## src/rtl/writeback_stage_pipe.sv

```systemverilog
// writeback_stage_pipe
//   MEM/WB pipeline register with valid/stall/flush control, load-data
//   alignment and sign/zero extension, four-way result select, and the
//   register-file write port plus a one-cycle retire pulse.
//
//   Optional feature: define WB_INSTRET_EN to add the 64-bit InstretW
//   retired-instruction counter. Without it the port and counter are absent.
//
// Parameters
//   XLEN       datapath width, 32 or 64 (64 enables LD/LWU)
//   RESET_PC4  reset value of the registered PC+4
//
// Ports
//   clk, rst                      clock, async active-low reset
//   ValidM, StallW, FlushW        M-stage valid, WB hold, WB kill
//   RegWriteM, RdM, ResultSrcM    write enable, rd, result source (M stage)
//   Funct3M                       load size/sign
//   ALU_ResultM, ReadDataM        ALU result / load address, raw memory word
//   PCPlus4M, ImmExtM             PC+4, extended immediate
//   ValidW, RegWriteW, RdW        WB valid, register-file write enable/addr
//   ResultW                       register-file write data
//   RetireW                       one pulse per retired instruction
//   InstretW                      retire count (WB_INSTRET_EN only)
//   LoadErrW                      illegal load funct3 for this XLEN
module writeback_stage_pipe #(
    parameter int              XLEN      = 32,
    parameter logic [XLEN-1:0] RESET_PC4 = '0
) (
    input  logic            clk,
    input  logic            rst,
    input  logic            ValidM,
    input  logic            StallW,
    input  logic            FlushW,
    input  logic            RegWriteM,
    input  logic [4:0]      RdM,
    input  logic [1:0]      ResultSrcM,
    input  logic [2:0]      Funct3M,
    input  logic [XLEN-1:0] ALU_ResultM,
    input  logic [XLEN-1:0] ReadDataM,
    input  logic [XLEN-1:0] PCPlus4M,
    input  logic [XLEN-1:0] ImmExtM,
    output logic            ValidW,
    output logic            RegWriteW,
    output logic [4:0]      RdW,
    output logic [XLEN-1:0] ResultW,
    output logic            RetireW,
`ifdef WB_INSTRET_EN
    output logic [63:0]     InstretW,
`endif
    output logic            LoadErrW
);
    // Byte-lane offset width within one XLEN word.
    localparam int OFFW = $clog2(XLEN/8);

    typedef struct packed {
        logic            regwrite;
        logic [4:0]      rd;
        logic [1:0]      src;
        logic [2:0]      f3;
        logic [XLEN-1:0] alu;
        logic [XLEN-1:0] rdata;
        logic [XLEN-1:0] pc4;
        logic [XLEN-1:0] imm;
    } wb_t;

    wb_t  wb_d, wb_q;
    logic valid_q;

    always_comb begin
        wb_d          = '0;
        wb_d.regwrite = RegWriteM;
        wb_d.rd       = RdM;
        wb_d.src      = ResultSrcM;
        wb_d.f3       = Funct3M;
        wb_d.alu      = ALU_ResultM;
        wb_d.rdata    = ReadDataM;
        wb_d.pc4      = PCPlus4M;
        wb_d.imm      = ImmExtM;
    end

    // Flush beats stall. On flush the payload still loads; only valid is
    // killed, which gates the write and retire downstream.
    always_ff @(posedge clk or negedge rst) begin
        if (!rst) begin
            valid_q    <= 1'b0;
            wb_q       <= '0;
            wb_q.pc4   <= RESET_PC4;
        end else if (FlushW) begin
            valid_q    <= 1'b0;
            wb_q       <= wb_d;
        end else if (!StallW) begin
            valid_q    <= ValidM;
            wb_q       <= wb_d;
        end
    end

    // Load alignment: halfword/word offsets drop the low offset bits so a
    // misaligned address still selects the naturally aligned container.
    logic [OFFW-1:0] off, off_h, off_w;
    logic [7:0]      ld_b;
    logic [15:0]     ld_h;
    logic [31:0]     ld_w;
    logic [XLEN-1:0] ld_data;
    logic            ld_illegal;

    assign off   = wb_q.alu[OFFW-1:0];
    assign off_h = off & ~OFFW'(1);
    assign off_w = off & ~OFFW'(3);
    assign ld_b  = 8'(wb_q.rdata  >> {off,   3'b000});
    assign ld_h  = 16'(wb_q.rdata >> {off_h, 3'b000});
    assign ld_w  = 32'(wb_q.rdata >> {off_w, 3'b000});

    always_comb begin
        ld_data    = '0;
        ld_illegal = 1'b0;
        case (wb_q.f3)
            3'b000:  ld_data = XLEN'($signed(ld_b));
            3'b100:  ld_data = XLEN'(ld_b);
            3'b001:  ld_data = XLEN'($signed(ld_h));
            3'b101:  ld_data = XLEN'(ld_h);
            3'b010:  ld_data = XLEN'($signed(ld_w));
            3'b110: begin
                if (XLEN == 64) ld_data    = XLEN'(ld_w);
                else            ld_illegal = 1'b1;
            end
            3'b011: begin
                if (XLEN == 64) ld_data    = wb_q.rdata;
                else            ld_illegal = 1'b1;
            end
            default: ld_illegal = 1'b1;
        endcase
    end

    always_comb begin
        ResultW = wb_q.alu;
        case (wb_q.src)
            2'b00:   ResultW = wb_q.alu;
            2'b01:   ResultW = ld_data;
            2'b10:   ResultW = wb_q.pc4;
            default: ResultW = wb_q.imm;
        endcase
    end

    assign ValidW    = valid_q;
    assign RdW       = wb_q.rd;
    assign LoadErrW  = valid_q & (wb_q.src == 2'b01) & ld_illegal;
    // x0 is never written; a faulting load never writes.
    assign RegWriteW = valid_q & wb_q.regwrite & (wb_q.rd != 5'd0) & ~LoadErrW;
    // A stalled instruction keeps RegWriteW high (idempotent) but retires
    // only in the cycle the stall drops.
    assign RetireW   = valid_q & ~StallW;

`ifdef WB_INSTRET_EN
    always_ff @(posedge clk or negedge rst) begin
        if (!rst)         InstretW <= '0;
        else if (RetireW) InstretW <= InstretW + 64'd1;
    end
`endif

endmodule

```

## config.mk

```make
export PLATFORM = sky130hd
export DESIGN_NAME = writeback_stage_pipe
export DESIGN_NICKNAME = d
export VERILOG_FILES = /design/src/rtl/writeback_stage_pipe.sv
export SDC_FILE = /design/constraint.sdc
export NUM_CORES = 1
export LEC_CHECK = 0
export CAP_MARGIN = 20
export CORE_MARGIN = 2
export CORE_UTILIZATION = 40
export DETAILED_ROUTE_END_ITERATION = 12
export PLACE_DENSITY = 0.71
export SLEW_MARGIN = 20
export SYNTH_ARGS = -nofsm -noshare
export SYNTH_HDL_FRONTEND = slang
export SYNTH_SLANG_ARGS = --single-unit
```

## constraint.sdc

```tcl
create_clock -name clk -period 3.5 [get_ports clk]
set_input_delay 0.7 -clock clk [delete_from_list [all_inputs] [get_ports clk]]
set_output_delay 0.7 -clock clk [all_outputs]
set_load 0.02 [all_outputs]
```

; ---- Word level (Yosys, flattened, before mapping)
; Cells that the tools add are included.
[totals]
out_inout_bits = 41
ff_bits = 140
[op_classes]
eq_ne = 7
n_shift = 2
bitwise_logic = 8
muxes = 7
reduce_logical = 4
[ops]
columns = cell, n
row1 = $mux 139, 2
row2 = $pmux 32 s5, 1
row3 = $pmux 32 s3, 1
row4 = $shr 32x5->16, 1
row5 = $shr 32x5->8, 1
row6 = $and 1x1->1, 6
row7 = $eq 3x3->1 const B, 2
row8 = $reduce_bool 5->1, 1
row9 = $reduce_or 5->1, 1
row10 = $eq 3x1->1 const B, 1
row11 = $eq 3x2->1 const B, 1
row12 = $logic_not 3->1, 1
row13 = $mux 1, 3
row14 = $eq 2x1->1 const B, 1
row15 = $eq 2x2->1 const B, 1
row16 = $logic_not 2->1, 1
row17 = $ne 2x1->1 const B, 1
row18 = $not 1->1, 2

; ---- Depth between registers and ports, before layout
; Gate-level depths: netlist (run 1).
[depth]
depth_word = 6
ltp_mapped = 7
depth_no_buf = 4

; ---- Least setup slack after synthesis (run 1)
; OpenSTA, ideal clock, no wires.
[synth_path]
path_type = register to output
from = reg wb_q[130] (netlist bit)
to = out ResultW[10]
path_buffers = 1
arrival_time_ns = 1.718
slack_ns = 1.082
path_stages_with_launch = 6
path_cell_list = dfrtp_1 -> nor3b_1 -> clkbuf_1 -> a21o_1 -> a221oi_1 -> a21boi_0
[synth_between]
elab_chain_len = 3
elab_cells_between_ends = 7
cone_classes = eq/ne: 4 / mux: 2 / reduce/logical: 1
[synth_lines]
columns = item, line_no
row1 = "start, declared", 66  ; wb_t wb_d, wb_q;
row2 = "start signal, assigned", 90  ; wb_q <= wb_d;
row3 = "start signal, assigned", 93  ; wb_q <= wb_d;
row4 = $eq 3x2->1 (tied with other cells), 116  ; case (wb_q.f3)
row5 = $pmux 32 s5 *, 116
row6 = $pmux 32 s3 *, 136  ; case (wb_q.src)
row7 = "end, declared", 45  ; output logic [XLEN-1:0] ResultW,
; Mark *: on every way between the ends. The rest lies on a longest branch, timed or not.

; ---- Final worst setup path (run 1)
[layout_path]
from = reg wb_q[131] (netlist bit)
to = out ResultW[25]
[layout_between]
elab_chain_len = 2
elab_cells_between_ends = 4
cone_classes = eq/ne: 2 / mux: 1 / reduce/logical: 1
[layout_lines]
columns = item, line_no
row1 = $eq 2x2->1 (tied with other cells), 136
row2 = $pmux 32 s3 *, 136
; Marked as above.

==> flow_summary.toml, run 1 <==
[die]
start_util = 0.4072
die_y_um = 136.5
die_area_um2 = 18620
core.rowCount = 48
io_pins = 185
die_x_um = 136.5
core-area_um2 = 17240

[route]
first_pass_iters = 5
drc = 0
wl_per_cell_um = 20.48
viasPerCell = 5.451
vias = 5467
drt_iter0_markers = 340
routed_wl_um = 20540
ant_nets = 0

[setup_path]
startpoint = "wb_q[131]"
worstReg2RegStart = "wb_q[132]"
reg2reg_setup_slack_ps = 2460
critPathKind = "reg -> out"
cp_data_arrival_time_ps = 2700
crit_path_end_kind = "output pin"
startpoint_type = "flip-flop"
crit_path_max_fanout = 18
required_ps = 2800

[cts]
path_clk_slew_ps = 60
cts_tree = "yes"
htree_num_levels = 4
clk_latency_ps = 420
postCtsHoldBufs = 0
numClockSinks = 140
root_buffer = "clkbuf_16"
cts-buffers-inserted = 17
cts_buffer_depth = 2

[synth]
synth_top_area_frac = 0.4992
yosysMostFrequentCell = "dfrtp_1"
synth_edf_count = 0
synthFlopType = "dfrtp_1"
ys_seq_area_frac = 0.4992
syn_area_per_cell_um2 = 11.74
yosysUniqueCellTypes = 39
synth_nets = 742
synth_area_leaders = "dfrtp_1 (50%), mux2_2 (19%), o21ai_0 (3.6%)"
async_flop_share = 1.000
synth_area_leader_cell = "dfrtp_1"
synth_commonest_cells = "dfrtp_1 (140), mux2_2 (120), o21ai_0 (51)"
yosysWarnings = 0
synth_area_um2 = 7018
synth_seq_cells = 140
syn_inst = 598

[timing]
min_period_ps = 3400
drv_slew = 0
relSlewSlack = 0.5535
tns_ps = 0
tightest_slew_ps = 669.8
period_share = 0.9713
fmax_mhz = 294.1
hold_viol_final = 0
setup_violations = 0
rsz0062_at_grt = "true"
layout_setup_ws_ps = 100.3
clock-skew-final_ps = 0
whs_ps = 256.2

[power]
swShare = 0.2667
p_sw_uw = 1289
power.internal_uw = 3543
clock_power_share = 0.396
power_leakage_uw = 0.004026
ir_drop_mv = 0.3777
p_comb_frac = 0.218
powerDensity_nw_per_um2 = 497.4
seq_power_share = 0.386

[layout]
nFillCells = 1421
fin_util = 0.5635
antennaDiodeCount = 0
area_growth_pct = 38.40
final_nets = 909
drive_above_1_share = 0.2519
post-route-cell-area_um2 = 9713

[place]
place_ws_ps = 315.9
place.port_buffers = 184
dp_hpwl_um = 15010
gp_congestion = 0.8685
dpl_cell_area_um2 = 9064

[worst_hold_path]
hold_path_class = "in -> async"

[grt]
grt_overflow = 0
grt_max_degree = 63
antenna_found_initial = 1
grt_pass1_wl_um = 31530
grt_use_total = 0.2279
grt_pass1_vias = 5704

[job]
drv_cap = 0

[outcome]
status = "finished clean"
layer usage:
metal,wire length [um],part of all wire,GRT usage,up-vias
met2,9546,0.46,0.3537,220
met3,1622,0.079,0.07420,41
met4,623,0.030,0.09606,2
li1,-,-,-,2497
met5,13,0.00063,0,-
met1,8737,0.43,0.2933,2707
placed cells by master, fill, tap and decap left out, types with 2 or more instances in the layout:
cell type / n
bufinv_16: 4
a211oi_2: 10
mux4_2: 11
clkbuf_8: 2
and2_1: 17
a221oi_1: 10
buf_12: 3
nor2b_1: 13
dlymetal6s2s_1: 4
and3_1: 2
inv_1: 19
a211oi_1: 8
nand2b_1: 4
o21ai_1: 7
mux2i_1: 15
a21boi_0: 7
clkinv_2: 2
dfrtp_2: 3
dfrtp_1: 137
clkinv_4: 3
clkbuf_1: 3
clkbuf_16: 17
a21o_1: 2
a21oi_1: 4
mux2_2: 120
nand3_1: 3
o22ai_1: 16
nand2_1: 35
o221ai_1: 7
o21ai_0: 48
buf_4: 12
nor2_1: 23
nor3_1: 3
a22oi_1: 4
clkdlybuf4s50_1: 179
o22a_1: 8
logic make-up after synthesis:
family / Yosys count / share of synthesized area
AOI/OAI and AO/OA: 135 / 0.1318
muxes: 146 / 0.2492
and+or+nand+nor: 107 / 0.07435
DFF: 140 / 0.4992
buffers and inverters: 70 / 0.04546
state kept, by name, indices dropped and copies added (netlist names):
| signal | count |
|---|---|
| off | 2 |
| ld_w | 32 |
| wb_q | 100 |
| ValidW | 1 |
| RdW | 5 |
per-stage QoR:
step | instances | total power [uW]
6_report | 1003 | 4831
5_1_grt | 1003 | 5044
4_1_cts | 1003 | 4868
3_5_place_dp | 971 | 2940
3_3_place_gp | 971 | 2915
2_1_floorplan | 598 | 2436
layout make-up:
| class | count | area, um2 | share of cell area |
|---|---|---|---|
| Timing Repair Buffer | 199 | 2003 | 0.2062 |
| Tap cell | 225 | 281.5 | 0.02898 |
| Clock inverter | 10 | 163.9 | 0.01687 |
| Multi-Input combinational cell | 388 | 3222 | 0.3317 |
| Inverter | 19 | 71.32 | 0.007343 |
| Clock buffer | 22 | 464.2 | 0.04779 |
| Sequential cell | 140 | 3507 | 0.3611 |
power groups by stage:
stage	clock network [uW]	logic [uW]	registers [uW]
after floorplan	0	595	1840
after global placement	0	1030	1880
after detailed placement	0	1050	1890
after CTS	1950	1060	1860
after global routing	2030	1130	1880
final	1920	1050	1860
repair_timing:
action / 4_1_cts / 5_1_grt
endpoints found under the setup margin: 13 / 20
gates resized for setup: 3 / 9
buffers inserted: 0 / 0
pin swaps: 0 / 0
worst paths after layout:
check                              end  cells after the start
setup / recovery           ResultW[25]                      5
hold / removal               wb_q[115]                      1
setup reg to reg             wb_q[132]                      2
hold reg to reg               wb_q[63]                      1
max in group asynchronous     ld_w[17]                      2
min in group clk              wb_q[63]                      1
critical path: stages (launching register included):
cell             delay (ps)
dfrtp_2                 460
or2_2                   480
o21ai_0                 480
o22ai_1                 130
nor2_1                  110
clkdlybuf4s50_1         610
Power figures use the tool's default switching activity.
==> run 2, diff against run 1 <==
Settings changed: CTS_BUF_LIST set to sky130_fd_sc_hd__clkbuf_4.
==> run 2 against run 1 <==
Maximum frequency grew 1.3%; design area shrank 2.3%; global-route usage shrank 0.19 points; die area is the same; critical endpoint is now ResultW[6]; largest cell class unchanged; largest power group is now sequential cells.
==> flow_summary.toml, run 2 (same netlist as run 1, synthesis figures left out) <==
[setup_path]
crit_path_max_fanout = 12
reg2reg_setup_slack_ps = 2450
cp_slowest_cell = "clkdlybuf4s50_1"
cp_data_arrival_time_ps = 2660
rr_endpoint = "wb_q[132]"
worstRegToRegCells = 2
slowest_delay_ps = 650
required_ps = 2800
critPathKind = "reg -> out"
path_cells = "or3b_2, nor2_1, a211oi_1, o221ai_1, clkdlybuf4s50_1"
startpoint_type = "flip-flop"
worstReg2RegStart = "wb_q[132]"
crit_path_end_kind = "output pin"

[cts]
postCtsSetupRepairBufs = 0
htree_num_levels = 4
clk_latency_ps = 540
path_clk_slew_ps = 120
numClockSinks = 140
cts_tree = "yes"
cts-buffers-inserted = 17
cts_buffer_depth = 2
root_buffer = "clkbuf_4"

[timing]
fmax_mhz = 297.8
hold_viol_final = 0
period_share = 0.9593
drv_slew = 0
min_period_ps = 3358
tightest_slew_ps = 671.3
tns_ps = 0
relSlewSlack = 0.5524
clock-skew-final_ps = 0
rsz0062_at_grt = "false"
setup_violations = 0

[place]
dp_hpwl_um = 15010
gp_congestion = 0.8685
place.port_buffers = 184
dp_cells = 971
dpl_cell_area_um2 = 9064

[layout]
final_cell_mix = "clkdlybuf4s50_1 (153), dfrtp_1 (136), mux2_2 (120), o21ai_0 (42), nand2_1 (34)"
largest-register = "wb_q"
fin_util = 0.5506
nFillCells = 1448
largest_reg_flops = 100
antennaDiodeCount = 0
area_growth_pct = 35.23
drive_above_1_share = 0.2622
final_common_cell = "clkdlybuf4s50_1"
fin_cells = 1003
post-route-cell-area_um2 = 9490
final_nets = 909

[power]
powerDensity_nw_per_um2 = 430.6
ir_drop_mv = 0.2294
power_uw = 4086
power_leakage_uw = 0.004202

[route]
first_pass_iters = 4
ant_nets = 0
drc = 0
drt_iter0_markers = 260
vias = 5496
viasPerCell = 5.480
routed_wl_um = 20540
wl_per_cell_um = 20.48

[job]
drv_cap = 0

[die]
die_x_um = 136.5
die_y_um = 136.5
core.rowCount = 48
start_util = 0.4072
io_pins = 185
die_area_um2 = 18620
core-area_um2 = 17240

[grt]
antenna_found_initial = 1
grt_overflow = 0
grt_max_degree = 63
grt_use_total = 0.2261
grt_pass1_vias = 5653
grt_pass1_wl_um = 31360

[outcome]
status = "finished clean"

[worst_hold_path]
hold_path_class = "in -> async"
-- run 2: cell types whose count changed in the layout (fill, tap and decap cells not counted), moves of 2 or more --
cell	previous run	this run
clkdlybuf4s50_1	179	153
dlymetal6s2s_1	4	27
clkbuf_4	0	20
clkbuf_16	17	0
o21ai_0	48	42
o21ai_1	7	11
clkbuf_1	3	0
dlygate4sd2_1	0	3
buf_4	12	10
buf_6	1	3
clkbuf_8	2	0
clkinv_1	0	2
o21ai_2	0	2
-- run 2: worst max-delay path by stage --
stage,start,to,slack [ps],depth (start not counted)
6_report,wb_q[128],ResultW[6],140,5
5_1_grt,wb_q[128],ResultW[6],2,5
3_3_place_gp,off[1],ResultW[7],300,5
3_5_place_dp,off[1],ResultW[7],320,5
4_1_cts,wb_q[128],ResultW[26],0.8,7
2_1_floorplan,wb_q[130],ResultW[10],1080,5
-- run 2: report_power, final --
part	switching, uW	leakage, uW	internal [uW]	total, uW
Combinational	499	0.00240	546	1040
Clock	594	0.000172	587	1180
Sequential	108	0.00164	1750	1860
Total	1200	0.00420	2890	4090
-- run 2: layout make-up --
type,count,area [um2],area share
Timing Repair Buffer,199,2064,0.2175
Clock buffer,20,150.1,0.01582
Sequential cell,140,3508,0.3697
Inverter,19,71.32,0.007515
Multi-Input combinational cell,388,3243,0.3417
Clock inverter,12,171.4,0.01806
Tap cell,225,281.5,0.02966
-- run 2: stage by stage --
step,setup slack (ps),hold WS (ps)
finish,142.4,109.6
global route,1.816,97.31
CTS,0.8407,108.8
detailed placement,315.9,491.5
global placement,304.2,486.8
floorplan,1082,404.4
-- run 2: critical path, delay by kind of cell, from the launching register on --
kind                   cells  cell delay (ps)
AOI/OAI and AO/OA          2              280
buffers and inverters      1              650
DFF                        1              500
and+or+nand+nor            2              690
-- run 2: repair_timing --
item / in CTS / in global routing
endpoints found under the setup margin: 27 / 29
gates cloned: 0 / 0
pin swaps: 0 / 0
hold buffers: 0 / 0
resized for setup: 15 / 39
-- run 2: routing by layer --
metal	vias to the layer above	GRT usage	wire (um)
met4	2	0.08623	542
met3	36	0.07383	1749
met5	-	0	13
met2	227	0.3537	9660
met1	2728	0.2921	8578
li1	2503	-	-
==> run 3, diff against run 2 <==
Settings changed: CORE_MARGIN 2 to 3.
==> run 3 against run 2 <==
Maximum frequency up 0.35%; die area up 3.0%; sequential power about the same; clock skew unchanged; critical path depth unchanged; total power down 0.98%; via count down 0.67%; clock power about the same; setup slack better by 12 ps; critical path type unchanged; critical endpoint is now ResultW[7]; highest routed layer is now met4.
==> flow_summary.toml, run 3 (same netlist as run 1, synthesis figures left out) <==
[timing]
period_share = 0.9560
tightest_slew_ps = 699.6
tns_ps = 0
min_period_ps = 3346
relSlewSlack = 0.5336
drv_slew = 0
clock-skew-final_ps = 0
fmax_mhz = 298.9
layout_setup_ws_ps = 154.2
setup_violations = 0
hold_viol_final = 0
rsz0062_at_grt = "false"

[place]
dp_cells = 967
place_ws_ps = 247.2
dp_hpwl_um = 15070
place.port_buffers = 184
gp_congestion = 0.9105

[cts]
cts_tree = "yes"
root_buffer = "clkbuf_4"
cts_buffer_depth = 2
cts-buffers-inserted = 17
numClockSinks = 140
clk_latency_ps = 580
htree_num_levels = 4
postCtsHoldBufs = 0
path_clk_slew_ps = 140

[layout]
final_nets = 911
largest-register = "wb_q"
largest_reg_flops = 100
final_common_cell = "clkdlybuf4s50_1"
drive_above_1_share = 0.2654
area_growth_pct = 33.93
antennaDiodeCount = 0
final_cell_mix = "clkdlybuf4s50_1 (152), dfrtp_1 (136), mux2_2 (120), o21ai_0 (40), nand2_1 (34)"
fin_cells = 1000

[grt]
grt_overflow = 0
grt_pass1_wl_um = 33150
grt_use_total = 0.2192
grt_pass1_vias = 5925
grt_max_degree = 75
antenna_found_initial = 0

[route]
vias = 5459
drc = 0
first_pass_iters = 5
drt_iter0_markers = 424
ant_nets = 0
routed_wl_um = 20660
viasPerCell = 5.459
wl_per_cell_um = 20.66

[worst_hold_path]
hold_path_class = "in -> async"

[power]
powerDensity_nw_per_um2 = 430.5
power_leakage_uw = 0.004014
ir_drop_mv = 0.2882

[outcome]
status = "finished clean"

[die]
io_pins = 185
die_y_um = 138.5
die_area_um2 = 19170
start_util = 0.4158
core.rowCount = 47
core-area_um2 = 16880
die_x_um = 138.5

[setup_path]
required_ps = 2800
crit_path_max_fanout = 17
cp_data_arrival_time_ps = 2650
worstReg2RegStart = "wb_q[132]"
startpoint_type = "flip-flop"
crit_path_end_kind = "output pin"
critPathKind = "reg -> out"
startpoint = "ld_w[31]"

[job]
drv_cap = 0
==> run 3: changes by cell type in the layout (fill, tap and decap cells not counted), moves of 2 or more <==
cell            delta
clkinv_1           -2
clkinv_4           -2
clkbuf_4           -3
o21ai_1            +3
clkinv_2           -2
bufinv_16          -2
inv_6              +9
dlygate4sd2_1     +18
dlymetal6s2s_1    -17
o21ai_0            -2
buf_4              +4
==> run 3: area by class of cell <==
class                      instances  area, um2
clock buffer                      17      127.6
clock inverter                    15      173.9
fill                            1444       7478
inverter                          19      71.32
multi-input combinational        388       3244
sequential                       140       3508
tap                              220      275.3
timing repair buffer             201       1998
==> run 3: worst max-delay path, cell delays in order, from the launching register on <==
cell and delay [ps]:
dfrtp_1 460, mux4_2 510, o21a_4 310, a22oi_1 300
o21ai_0 130, dlygate4sd2_1 350
==> run 3: path summary, 6_finish.rpt <==
check / cells after the start / slack, ps / to
worst max-delay path: 5 / 150 / ResultW[7]
worst min-delay path: 1 / 110 / wb_q[22]
worst max register to register: 2 / 2310 / wb_q[132]
worst min register to register: 1 / 520 / wb_q[8]
max in group asynchronous: 2 / 2500 / off[0]
min in group clk: 1 / 520 / wb_q[8]
==> run 3: repair_timing <==
action / CTS / global route
cloned: 0 / 0
resized for setup: 46 / 10
setup buffers: 1 / 0
endpoints found under the setup margin: 29 / 10
==> run 3: where the power goes <==
part           leakage [uW]  switching, uW  internal, uW
Sequential          0.00164            109          1750
Combinational       0.00222            504           527
Clock              0.000158            704           449
==> run 3: metrics by stage <==
| step | hold WS [ps] | utilization | instance area [um2] | total power [uW] |
|---|---|---|---|---|
| floorplan | 404.4 | - | 7018 | 2436 |
| global placement | 483.9 | 0.5364 | 9052 | 2924 |
| detailed placement | 491.1 | 0.5364 | 9052 | 2949 |
| CTS | 126.4 | 0.5554 | 9374 | 4079 |
| global route | 112.9 | 0.5569 | 9399 | 4244 |
| finish | 105.6 | 0.5569 | 9399 | 4046 |
==> run 3: routing by layer <==
metal / global-route usage / share of wire
met1: 0.2854 / 0.42
met2: 0.3497 / 0.48
met3: 0.07769 / 0.081
met4: 0.06032 / 0.019
met5: 0 / 0
